--- config.mk ---
export PLATFORM = sky130hd
export DESIGN_NAME = seq_restoring_divider
export DESIGN_NICKNAME = d
export VERILOG_FILES = /design/src/rtl/seq_restoring_divider.sv
export SDC_FILE = /design/constraint.sdc
export NUM_CORES = 1
export LEC_CHECK = 0
export CAP_MARGIN = 10
export CORE_MARGIN = 2
export CORE_UTILIZATION = 45
export DETAILED_ROUTE_END_ITERATION = 10
export PLACE_DENSITY = 0.7
export SLEW_MARGIN = 20
export SYNTH_ARGS = -nofsm -noshare
export SYNTH_HDL_FRONTEND = slang
export SYNTH_SLANG_ARGS = --single-unit
--- constraint.sdc ---
create_clock -name clk -period 4.5 [get_ports clk]
set_input_delay 0.45 -clock clk [delete_from_list [all_inputs] [get_ports clk]]
set_output_delay 0.45 -clock clk [all_outputs]
set_load 0.01 [all_outputs]
--- src/rtl/seq_restoring_divider.sv ---
// Iterative restoring divider: quotient = (dividend << FRAC_BITS) / divisor,
// one quotient bit per cycle, with saturation and valid/ready handshakes.

module full_subtractor #(
  parameter int SUBTRACTOR_WIDTH = 17
) (
  input  logic [SUBTRACTOR_WIDTH-1:0] a_i,
  input  logic [SUBTRACTOR_WIDTH-1:0] b_i,
  input  logic                        borrow_in_i,
  output logic [SUBTRACTOR_WIDTH-1:0] diff_o,
  output logic                        borrow_out_o
);
  assign {borrow_out_o, diff_o} = {1'b0, a_i} - {1'b0, b_i}
                                  - {{SUBTRACTOR_WIDTH{1'b0}}, borrow_in_i};
endmodule

module seq_restoring_divider #(
  parameter int DATA_WIDTH = 16,
  parameter int FRAC_BITS  = 8
) (
  input  logic                  clk,
  input  logic                  rst,
  input  logic                  in_valid,
  output logic                  in_ready,
  input  logic [DATA_WIDTH-1:0] dividend,
  input  logic [DATA_WIDTH-1:0] divisor,
  output logic                  out_valid,
  input  logic                  out_ready,
  output logic [DATA_WIDTH-1:0] quotient,
  output logic [DATA_WIDTH-1:0] remainder,
  output logic                  overflow,
  output logic                  div_by_zero
);
  localparam int N  = DATA_WIDTH + FRAC_BITS;
  localparam int CW = $clog2(N + 1);

  typedef enum logic [1:0] {IDLE, CALC, DONE} state_t;

  state_t                state_q, state_d;
  logic [N-1:0]          num_q, num_d;
  logic [N-1:0]          quo_q, quo_d;
  logic [DATA_WIDTH:0]   rem_q, rem_d;
  logic [DATA_WIDTH-1:0] div_q, div_d;
  logic [CW-1:0]         cnt_q, cnt_d;
  logic [DATA_WIDTH-1:0] quotient_q, quotient_d;
  logic [DATA_WIDTH-1:0] remainder_q, remainder_d;
  logic                  overflow_q, overflow_d;
  logic                  dbz_q, dbz_d;

  logic [DATA_WIDTH:0]   sub_a, sub_b, trial;
  logic                  borrow;
  logic [N-1:0]          quo_next;
  logic [DATA_WIDTH:0]   rem_next;

  // Clamp the N-bit raw quotient to DATA_WIDTH bits; MSB of result is the overflow flag.
  function automatic logic [DATA_WIDTH:0] saturate(input logic [N-1:0] raw);
    if (raw[N-1:DATA_WIDTH] != '0)
      return {1'b1, {DATA_WIDTH{1'b1}}};
    else
      return {1'b0, raw[DATA_WIDTH-1:0]};
  endfunction

  assign sub_a = {rem_q[DATA_WIDTH-1:0], num_q[N-1]};
  assign sub_b = {1'b0, div_q};

  full_subtractor #(.SUBTRACTOR_WIDTH(DATA_WIDTH + 1)) u_sub (
    .a_i          (sub_a),
    .b_i          (sub_b),
    .borrow_in_i  (1'b0),
    .diff_o       (trial),
    .borrow_out_o (borrow)
  );

  assign quo_next = {quo_q[N-2:0], ~borrow};
  assign rem_next = borrow ? sub_a : trial;

  always_comb begin
    state_d     = state_q;
    num_d       = num_q;
    quo_d       = quo_q;
    rem_d       = rem_q;
    div_d       = div_q;
    cnt_d       = cnt_q;
    quotient_d  = quotient_q;
    remainder_d = remainder_q;
    overflow_d  = overflow_q;
    dbz_d       = dbz_q;
    case (state_q)
      IDLE: begin
        if (in_valid) begin
          num_d = {dividend, {FRAC_BITS{1'b0}}};
          div_d = divisor;
          rem_d = '0;
          quo_d = '0;
          cnt_d = CW'(N);
          if (divisor == '0) begin
            state_d     = DONE;
            quotient_d  = '1;
            remainder_d = '0;
            overflow_d  = 1'b0;
            dbz_d       = 1'b1;
          end else begin
            state_d = CALC;
          end
        end
      end
      CALC: begin
        rem_d = rem_next;
        num_d = num_q << 1;
        quo_d = quo_next;
        cnt_d = cnt_q - 1'b1;
        if (cnt_q == CW'(1)) begin
          // Result and flags are latched here so they stay constant through DONE.
          state_d                  = DONE;
          {overflow_d, quotient_d} = saturate(quo_next);
          remainder_d              = rem_next[DATA_WIDTH-1:0];
          dbz_d                    = 1'b0;
        end
      end
      DONE: begin
        if (out_ready) state_d = IDLE;
      end
      default: state_d = IDLE;
    endcase
  end

  always_ff @(posedge clk or posedge rst) begin
    if (rst) begin
      state_q     <= IDLE;
      quotient_q  <= '0;
      remainder_q <= '0;
      overflow_q  <= 1'b0;
      dbz_q       <= 1'b0;
      cnt_q       <= '0;
    end else begin
      state_q     <= state_d;
      quotient_q  <= quotient_d;
      remainder_q <= remainder_d;
      overflow_q  <= overflow_d;
      dbz_q       <= dbz_d;
      cnt_q       <= cnt_d;
    end
  end

  // Working datapath needs no reset: it is fully reloaded on every accept.
  always_ff @(posedge clk) begin
    num_q <= num_d;
    quo_q <= quo_d;
    rem_q <= rem_d;
    div_q <= div_d;
  end

  assign in_ready    = (state_q == IDLE);
  assign out_valid   = (state_q == DONE);
  assign quotient    = quotient_q;
  assign remainder   = remainder_q;
  assign overflow    = overflow_q;
  assign div_by_zero = dbz_q;
endmodule

After elaboration in Yosys (flattened, before gate mapping)
Cells that the tools add are included.

storage, ports and cells
  input port bits = 36
  logic and storage cells = 59
  flip-flop bits (word level) = 120
  output and inout port bits = 36

operators by class
  bitwise logic cells = 1
  mux-type cells = 31
  eq/ne operators = 7
  reductions and logical operators = 8
  add/subtract/negate cells = 2

operators by type and width
  kind                                                                      number
  16-bit 2-to-1 mux                                                         8
  16-bit one-hot mux with 2 select lines                                    3
  24-bit one-hot mux with 2 select lines                                    1
  23-bit one-hot mux with 2 select lines                                    1
  24-bit 2-to-1 mux                                                         1
  23-bit 2-to-1 mux                                                         1
  17-bit by 16-bit subtractor with 18-bit output                            1
  17-bit 2-to-1 mux                                                         1
  16-bit zero test                                                          1
  5-bit one-hot mux with 2 select lines                                     1
  2-bit 2-to-1 mux                                                          4
  8-bit nonzero test                                                        1
  1-bit 2-to-1 mux                                                          6
  2-bit one-hot mux with 3 select lines                                     1
  5-bit by 1-bit equality test with 1-bit output (second input constant)    1
  5-bit 2-to-1 mux                                                          1
  5-bit by 1-bit subtractor with 5-bit output (second input constant)       1
  2-bit by 1-bit inequality test with 1-bit output (second input constant)  2
  2-bit inequality test (second input constant)                             2
  1-bit one-hot mux with 2 select lines                                     2
  2-bit AND reduction                                                       2
  4-bit AND reduction                                                       1
  3-bit AND reduction                                                       1
  2-bit by 1-bit equality test with 1-bit output (second input constant)    1
  4 further kinds                                                           4

Depth between registers and ports, before layout
Gate-level depths: netlist (run 1).

  depth in word-level cells = 5
  mapped depth = 11
  gate-level depth less buffers = 11

Modules after synthesis
From an unflattened synthesis (run 1), not the netlist that was laid out.

unflattened totals
  cells, all modules = 479
  area, all modules = 5629.1 µm²

by module, submodules not included
  module                 area an instance (µm²)  times used  cells an instance
  seq_restoring_divider  4436.8                  1           311
  full_subtractor        1192.4                  1           168

Worst setup path before layout (run 1)
No wires, ideal clock.

  kind = register -> register
  start point = register num_q[23]
  end point = register rem_q[12] (data pin)
  setup slack = 2082 ps
  cell stages (with the launch flop) = 12
  path buffers = 0
  period minus slack after synthesis = 2418 ps
  data arrival time = 2152 ps
  cell sequence = edfxtp_1 > inv_1 > ha_1 > inv_1 > fa_1 > a211oi_1 > o21bai_1 > a311o_1 > nand4b_1 > o311ai_1 > mux2i_1 > nor2_1

between the ends
  cells in the longest elaborated chain, start to end = 3

RTL lines
  what                                            line  source
  start, declared                                 40    logic [N-1:0] num_q, num_d;
  start signal, assigned                          147   num_q <= num_d;
  17-bit by 16-bit subtractor with 18-bit output  13    assign {borrow_out_o, diff_o} = {1'b0, a_i} - {1'b0, b_i}
  16-bit 2-to-1 mux                               75    assign rem_next = borrow ? sub_a : trial;
  16-bit one-hot mux with 2 select lines          88    case (state_q)
  named net rem_d[12]                             42    logic [DATA_WIDTH:0] rem_q, rem_d;
  end signal, assigned                            149   rem_q <= rem_d;
  end, declared                                   42

The timed path passes the listed nets, and every way through them passes these cells.
A chain may end at the register's enable or synchronous reset.

Worst setup path in the final report (run 1)
  start point = input port divisor[8]
  end point = register quotient_q[12], in the netlist quotient[12]

between the ends
  cells in the longest elaborated chain, start to end = 3

RTL lines
  what                                                        line  source
  start, declared                                             26    input logic [DATA_WIDTH-1:0] divisor,
  16-bit zero test                                            96    if (divisor == '0) begin
  2-bit by 1-bit inequality test with 1-bit output (no line)  --
  4-bit AND reduction (no line)                               --
  end signal, assigned                                        137   quotient_q <= quotient_d;
  end, declared                                               45    logic [DATA_WIDTH-1:0] quotient_q, quotient_d;

Every way passes these cells.

==> flow_summary.ini, run 1 <==
[outcome]
status = finished clean

[critical_path]
critPathCapture = quotient[12]
critPathMaxFanout = 16
cpPeakStageDelay_ns = 0.59
crit_chain = clkdlybuf4s50_1, nor4_1, a41oi_1, nor3_4, nand3_2, o22a_1
reg2reg_to = rem_q[12]
arrival_ns = 3.12
crit_required_ns = 4.73
path_buf_inv = 1
r2r_cells = 8
crit_family = simple AND/OR/NAND/NOR gates
crit_type = in2reg
rrSetupSlack_ns = 1.63
crit_slowest_cell = nor4_1
cp-end-kind = flip-flop
crit_path_start_kind = primary input
timing.critical_path.from = divisor[8]
timing.rr.start = rem_q[11]
worst-path-stages = 6

[yosys]
synth_cell_types = 62
postSynthAreaPerCell_um2 = 11.6
yosysMostFrequentCell = nand2_1
syn-num-nets = 511
synth_area_leaders = edfxtp_1 (40%), dfrtp_1 (19%), nand2_1 (5.4%)
yosys.area.top_type_share_pct = 40.3
synth_area_um2 = 5300
synth_warnings = 0
ys_ff_latch = 112
synth.largest_area_cell = edfxtp_1
synth_edf_count = 71
synthArstFlopShare_pct = 36.6
synth_common_cells = nand2_1 (76), edfxtp_1 (71), dfrtp_1 (41)
syn_inst = 456
ys.flop_type = edfxtp_1
ys_seq_area_share_pct = 59.6

[timing]
finalMaxSlewViolations = 0
worst_slew_pin_slew_ns = 0.829
setup_violations = 0
worst_slack_ns = 1.62
skew_ns = 0.0124
setup_tns_ns = 0
rsz0062_at_grt = false
hold_violations = 0
hold_ws_ns = 0.487
max_freq_ghz = 0.347
max-slew-margin-rel_pct = 44.7
min_period_over_period_pct = 64.1
fin_crit_ns = 2.88

[die]
boundaryPins = 72
die_h_um = 112
core_um2 = 11500
dieArea_um2 = 12700
start_util_pct = 46.2
floorplan.rows = 39
die_w_um = 112

[power_and_ir_drop]
comb_power_share_pct = 45.2
p_per_area_nw_per_um2 = 738
sw_frac_of_total_pct = 39.3
p_total_uw = 4740
vdd_drop_max_mv = 0.445
pwr-share-clk_pct = 15.8
p_seq_share_pct = 39.0
p_sw_uw = 1860
power.leakage_uw = 0.00259
internal_power_uw = 2870

[global_route]
track_usage_pct = 18.8
grt_pass1_vias = 3754
overflow = 0
grt_pass1_wl_um = 18900
grt_max_degree = 42
antenna_found_initial = 0

[clock_tree]
clock_latency_ns = 0.35
htree_levels = 3
holdBufCountCts = 0
cts_buffers = 9
ctsResizeCount = 0
clkTransAtPathRegs_ns = 0.07
cts_root_buffer = clkbuf_16
tritoncts = yes
cts_sinks = 112
cts_setup_buffers = 0
clk_path_buf_depth = 2

[detailed_routing]
first_iter_violations = 274
vias_per_cell = 5.39
first_pass_iters = 4
drc = 0
vias = 3622
drt-total-wl_um = 11400
postRouteAntennaNets = 0
wl_per_cell_um = 16.9

[placed_design]
gp_congestion = 0.891
pre_cts_ws_ns = 1.31
dp_hpwl_um = 7910
portBuffers = 71

[finish]
fillCellCount = 933
drive_gt1_share_pct = 6.99
n_antenna_cell = 0
final_nets = 579
areaGrowthSynthToFinish_pct = 21.2
utilization_pct = 56.0

[worst_hold_path]
hp-class = reg2reg

[run]
maxCapViolations = 0
-- power by group through the flow --
stage | clock (uW) | combinational (uW) | sequential, uW
4_1_cts | 763 | 2150 | 1850
3_5_place_dp | 0 | 2140 | 1870
3_3_place_gp | 0 | 2080 | 1860
5_1_grt | 801 | 2380 | 1900
6_report | 748 | 2140 | 1850
2_1_floorplan | 0 | 1510 | 1840
-- layer usage --
layer | wire length [um] | track usage (%)
met5 | 0 | 0
met1 | 5160 | 25.6
met2 | 5310 | 29.6
met3 | 683 | 5.56
met4 | 203 | 5.28
-- worst register-to-register path, cell delays in order (launching register included) --
cell and delay [ns]:
edfxtp_1 0.40, ha_1 0.45, a21o_1 0.26, a31oi_4 0.20
o21ai_2 0.12, a211oi_4 0.37, nand2_2 0.33, mux2i_1 0.40
nor2_1 0.07
-- layout make-up --
cell class                      count  area (um2)  share of cell area [%]
Sequential cell                   112        3160                    49.2
Clock inverter                      7        46.3                   0.721
Inverter                           25        93.8                    1.46
Timing Repair Buffer               76         748                    11.7
Tap cell                          143         179                    2.79
Multi-Input combinational cell    300        1970                    30.6
Clock buffer                        9         225                    3.51
-- kinds of logic after synthesis --
group / after synthesis / synth area share (%)
compound gates: 94 / 13.1
mux: 11 / 2.13
buf+inv: 44 / 3.40
flops: 112 / 59.6
fa+ha+maj: 19 / 4.63
xor+xnor: 13 / 2.15
simple gates: 163 / 15.0
-- cell usage in the layout, fill, tap and decap left out, drive strengths merged, types with 3 or more instances in the layout --
master	Yosys	routed
nand2	77	77
edfxtp	71	71
clkdlybuf4s50	0	71
dfrtp	41	41
nor2	30	30
inv	25	26
and2	24	24
o21ai	20	20
a21oi	19	19
ha	18	18
o22a	16	16
mux2i	9	9
clkbuf	13	9
xnor2	8	8
nand3	7	7
o21a	5	5
a21o	5	5
xor2	5	5
nor4	5	5
buf	6	5
clkinv	0	5
nand2b	4	4
o31ai	4	4
o211ai	3	3
o22ai	3	3
a31oi	3	3
-- sequential cells by signal (all words and copies together), names as in the netlist --
name         flops
cnt_q            5
div_by_zero      1
div_q           16
num_q           16
overflow         1
quo_q           23
quotient        16
rem_q           16
remainder       16
state_q          2
-- per-stage QoR --
step                cells  area (um2)
floorplan             456        5300
global placement      656        6150
detailed placement    656        6150
CTS                   672        6420
global route          672        6420
finish                672        6420
-- how the worst min path moves through the flow --
stage	startpoint	to	slack [ns]	cells past startpoint
after floorplan	quo_q[9]	quotient[10]	0.45	1
after global placement	quo_q[14]	quotient[15]	0.46	1
after detailed placement	quo_q[12]	quotient[13]	0.47	1
after CTS	quo_q[12]	quotient[13]	0.49	1
after global routing	quo_q[12]	quotient[13]	0.52	1
final	quo_q[14]	quotient[15]	0.49	1
(Power assumes the default switching activity.)
==> run 2, diff against run 1 <==
Settings changed: PLACE_DENSITY 0.7 to 0.72.
Clock period 4.5 ns to 2.5 ns, I/O delays scaled along.
==> run 2 against run 1 <==
- global-route usage grew 0.91 points
- count of clock-buffer cells in the layout grew 4
- routed wire length grew 5.5%
- critical endpoint is now rem_q[12]
- largest cell class unchanged
- highest routed layer unchanged
==> flow_summary.ini, run 2 (synthesis gave the netlist of run 1 again) <==
[clock_tree]
clk_path_buf_depth = 2
clkTransAtPathRegs_ns = 0.08
htree_levels = 3
clock_latency_ns = 0.36
cts_buffers = 9
tritoncts = yes
cts_root_buffer = clkbuf_16
cts_sinks = 112

[finish]
largest_reg_flops = 23
final_cell_mix = nand2_1 (76), edfxtp_1 (71), clkdlybuf4s50_1 (71), buf_4 (47), dfrtp_1 (41)
drive_gt1_share_pct = 16.0
final_nets = 624
final_common_cell = nand2_1
n_antenna_cell = 0
regMostFlops = quo_q
multi_input_area_um2 = 2060
areaGrowthSynthToFinish_pct = 30.2
instances_no_fill = 717
register_area_um2 = 3160
fillCellCount = 935

[detailed_routing]
wl_met3_um = 621
vias_per_cell = 5.26
drt-total-wl_um = 12000
wirelength_met1_um = 5590
first_pass_iters = 4
postRouteAntennaNets = 0
wl_per_cell_um = 16.7
vias = 3774
drc = 0
first_iter_violations = 303
routed.top_layer = met4
wl_met2_um = 5630

[die]
core_um2 = 11500
die_h_um = 112
floorplan.rows = 39
start_util_pct = 46.2
die_w_um = 112
boundaryPins = 72
dieArea_um2 = 12700

[power_and_ir_drop]
vdd_drop_max_mv = 0.746
p_total_uw = 9420
power.leakage_uw = 0.00283
p_per_area_nw_per_um2 = 1370

[critical_path]
crit_type = reg2reg
critPathMaxFanout = 3
crit_chain = inv_1, ha_2, inv_2, fa_2, a211oi_2, o21bai_1, a311o_1, nand4b_1, o311ai_2, mux2i_1, nor2_1
arrival_ns = 2.60
cp-end-kind = flip-flop
crit_path_start_kind = flip-flop
crit_slowest_cell = a311o_1
crit_required_ns = 2.60
cpPeakStageDelay_ns = 0.42

[timing]
finalMaxSlewViolations = 0
fin_crit_ns = 2.50
skew_ns = 0.0135
rsz0062_at_grt = true
setup_violations = 0
hold_violations = 0
min_period_over_period_pct = 100
worst_slew_pin_slew_ns = 0.557
max-slew-margin-rel_pct = 62.9
max_freq_ghz = 0.400

[placed_design]
placedCellCount = 696
dp_hpwl_um = 8450
portBuffers = 71
gp_congestion = 0.863

[global_route]
antenna_found_initial = 0
grt_max_degree = 42
track_usage_pct = 19.7
overflow = 0
grt_pass1_wl_um = 19500
grt_pass1_vias = 3852

[run]
maxCapViolations = 0

[outcome]
status = finished clean

[worst_hold_path]
hp-class = in2async
## run 2: changes by cell type in the layout (fill, tap and decap cells not counted), sizes merged
| cell | before | now |
|---|---|---|
| clkinv | 5 | 1 |
| bufinv | 0 | 1 |
| clkbuf | 9 | 13 |
| clkinvlp | 1 | 0 |
| buf | 5 | 50 |
## run 2: through the flow
step | TNS, ns | setup slack (ns) | area [um2] | util [%] | hold WS (ns)
global route | -0.372 | -0.124 | 6890 | 60.1 | 0.449
finish | 0 | 0.000562 | 6890 | 60.1 | 0.345
detailed placement | -0.0863 | -0.0695 | 6470 | 56.4 | 0.469
global placement | 0 | 0.0127 | 6470 | 56.4 | 0.462
CTS | 0 | 0.00607 | 6780 | 59.1 | 0.360
floorplan | 0 | 0.0818 | 5300 | - | 0.349
## run 2: worst paths after layout
path,slack [ns],depth (start not counted),to,startpoint
max in group asynchronous,1.77,3,remainder[15],rst
max,0.0006,11,rem_q[12],num_q[23]
min in group clk,0.47,1,div_q[6],divisor[6]
min reg2reg,0.48,1,quotient[2],quo_q[1]
max reg2reg,0.0006,11,rem_q[12],num_q[23]
min,0.34,3,remainder[1],rst
## run 2: timing repair
item,CTS,global route
resized for setup,4,13
setup buffers,0,5
cloned,0,0
pin swaps,1,14
endpoints found under the setup margin,6,25
hold buffers,0,0
## run 2: metal layers
metal  track usage (%)  up-vias
li1                  -     1850
met1              26.2     1828
met2              32.0       83
met3              4.86       13
met4              6.34        0
met5                 0        -
## run 2: power breakdown
group / total, uW / switching [uW] / internal (uW)
combinational: 4650 / 2520 / 2130
clock: 1450 / 641 / 807
sequential: 3330 / 376 / 2950
## run 2: cell type report
| cell class | instances | area share [%] |
|---|---|---|
| repair buffers | 121 | 16.2 |
| multi-input cells | 300 | 29.8 |
| flip-flops and latches | 112 | 45.8 |
| well taps | 143 | 2.60 |
| clock inverters | 3 | 0.617 |
| clock buffers | 13 | 3.63 |
| inverters | 25 | 1.36 |
## run 2: critical path: cells and delay by family (launching register included)
| kind | cells | cell delay, ns |
|---|---|---|
| buffers and inverters | 2 | 0.12 |
| muxes | 1 | 0.19 |
| AOI/OAI and AO/OA | 4 | 0.80 |
| DFF | 1 | 0.39 |
| adders and majority gates | 2 | 0.55 |
| and+or+nand+nor | 2 | 0.18 |
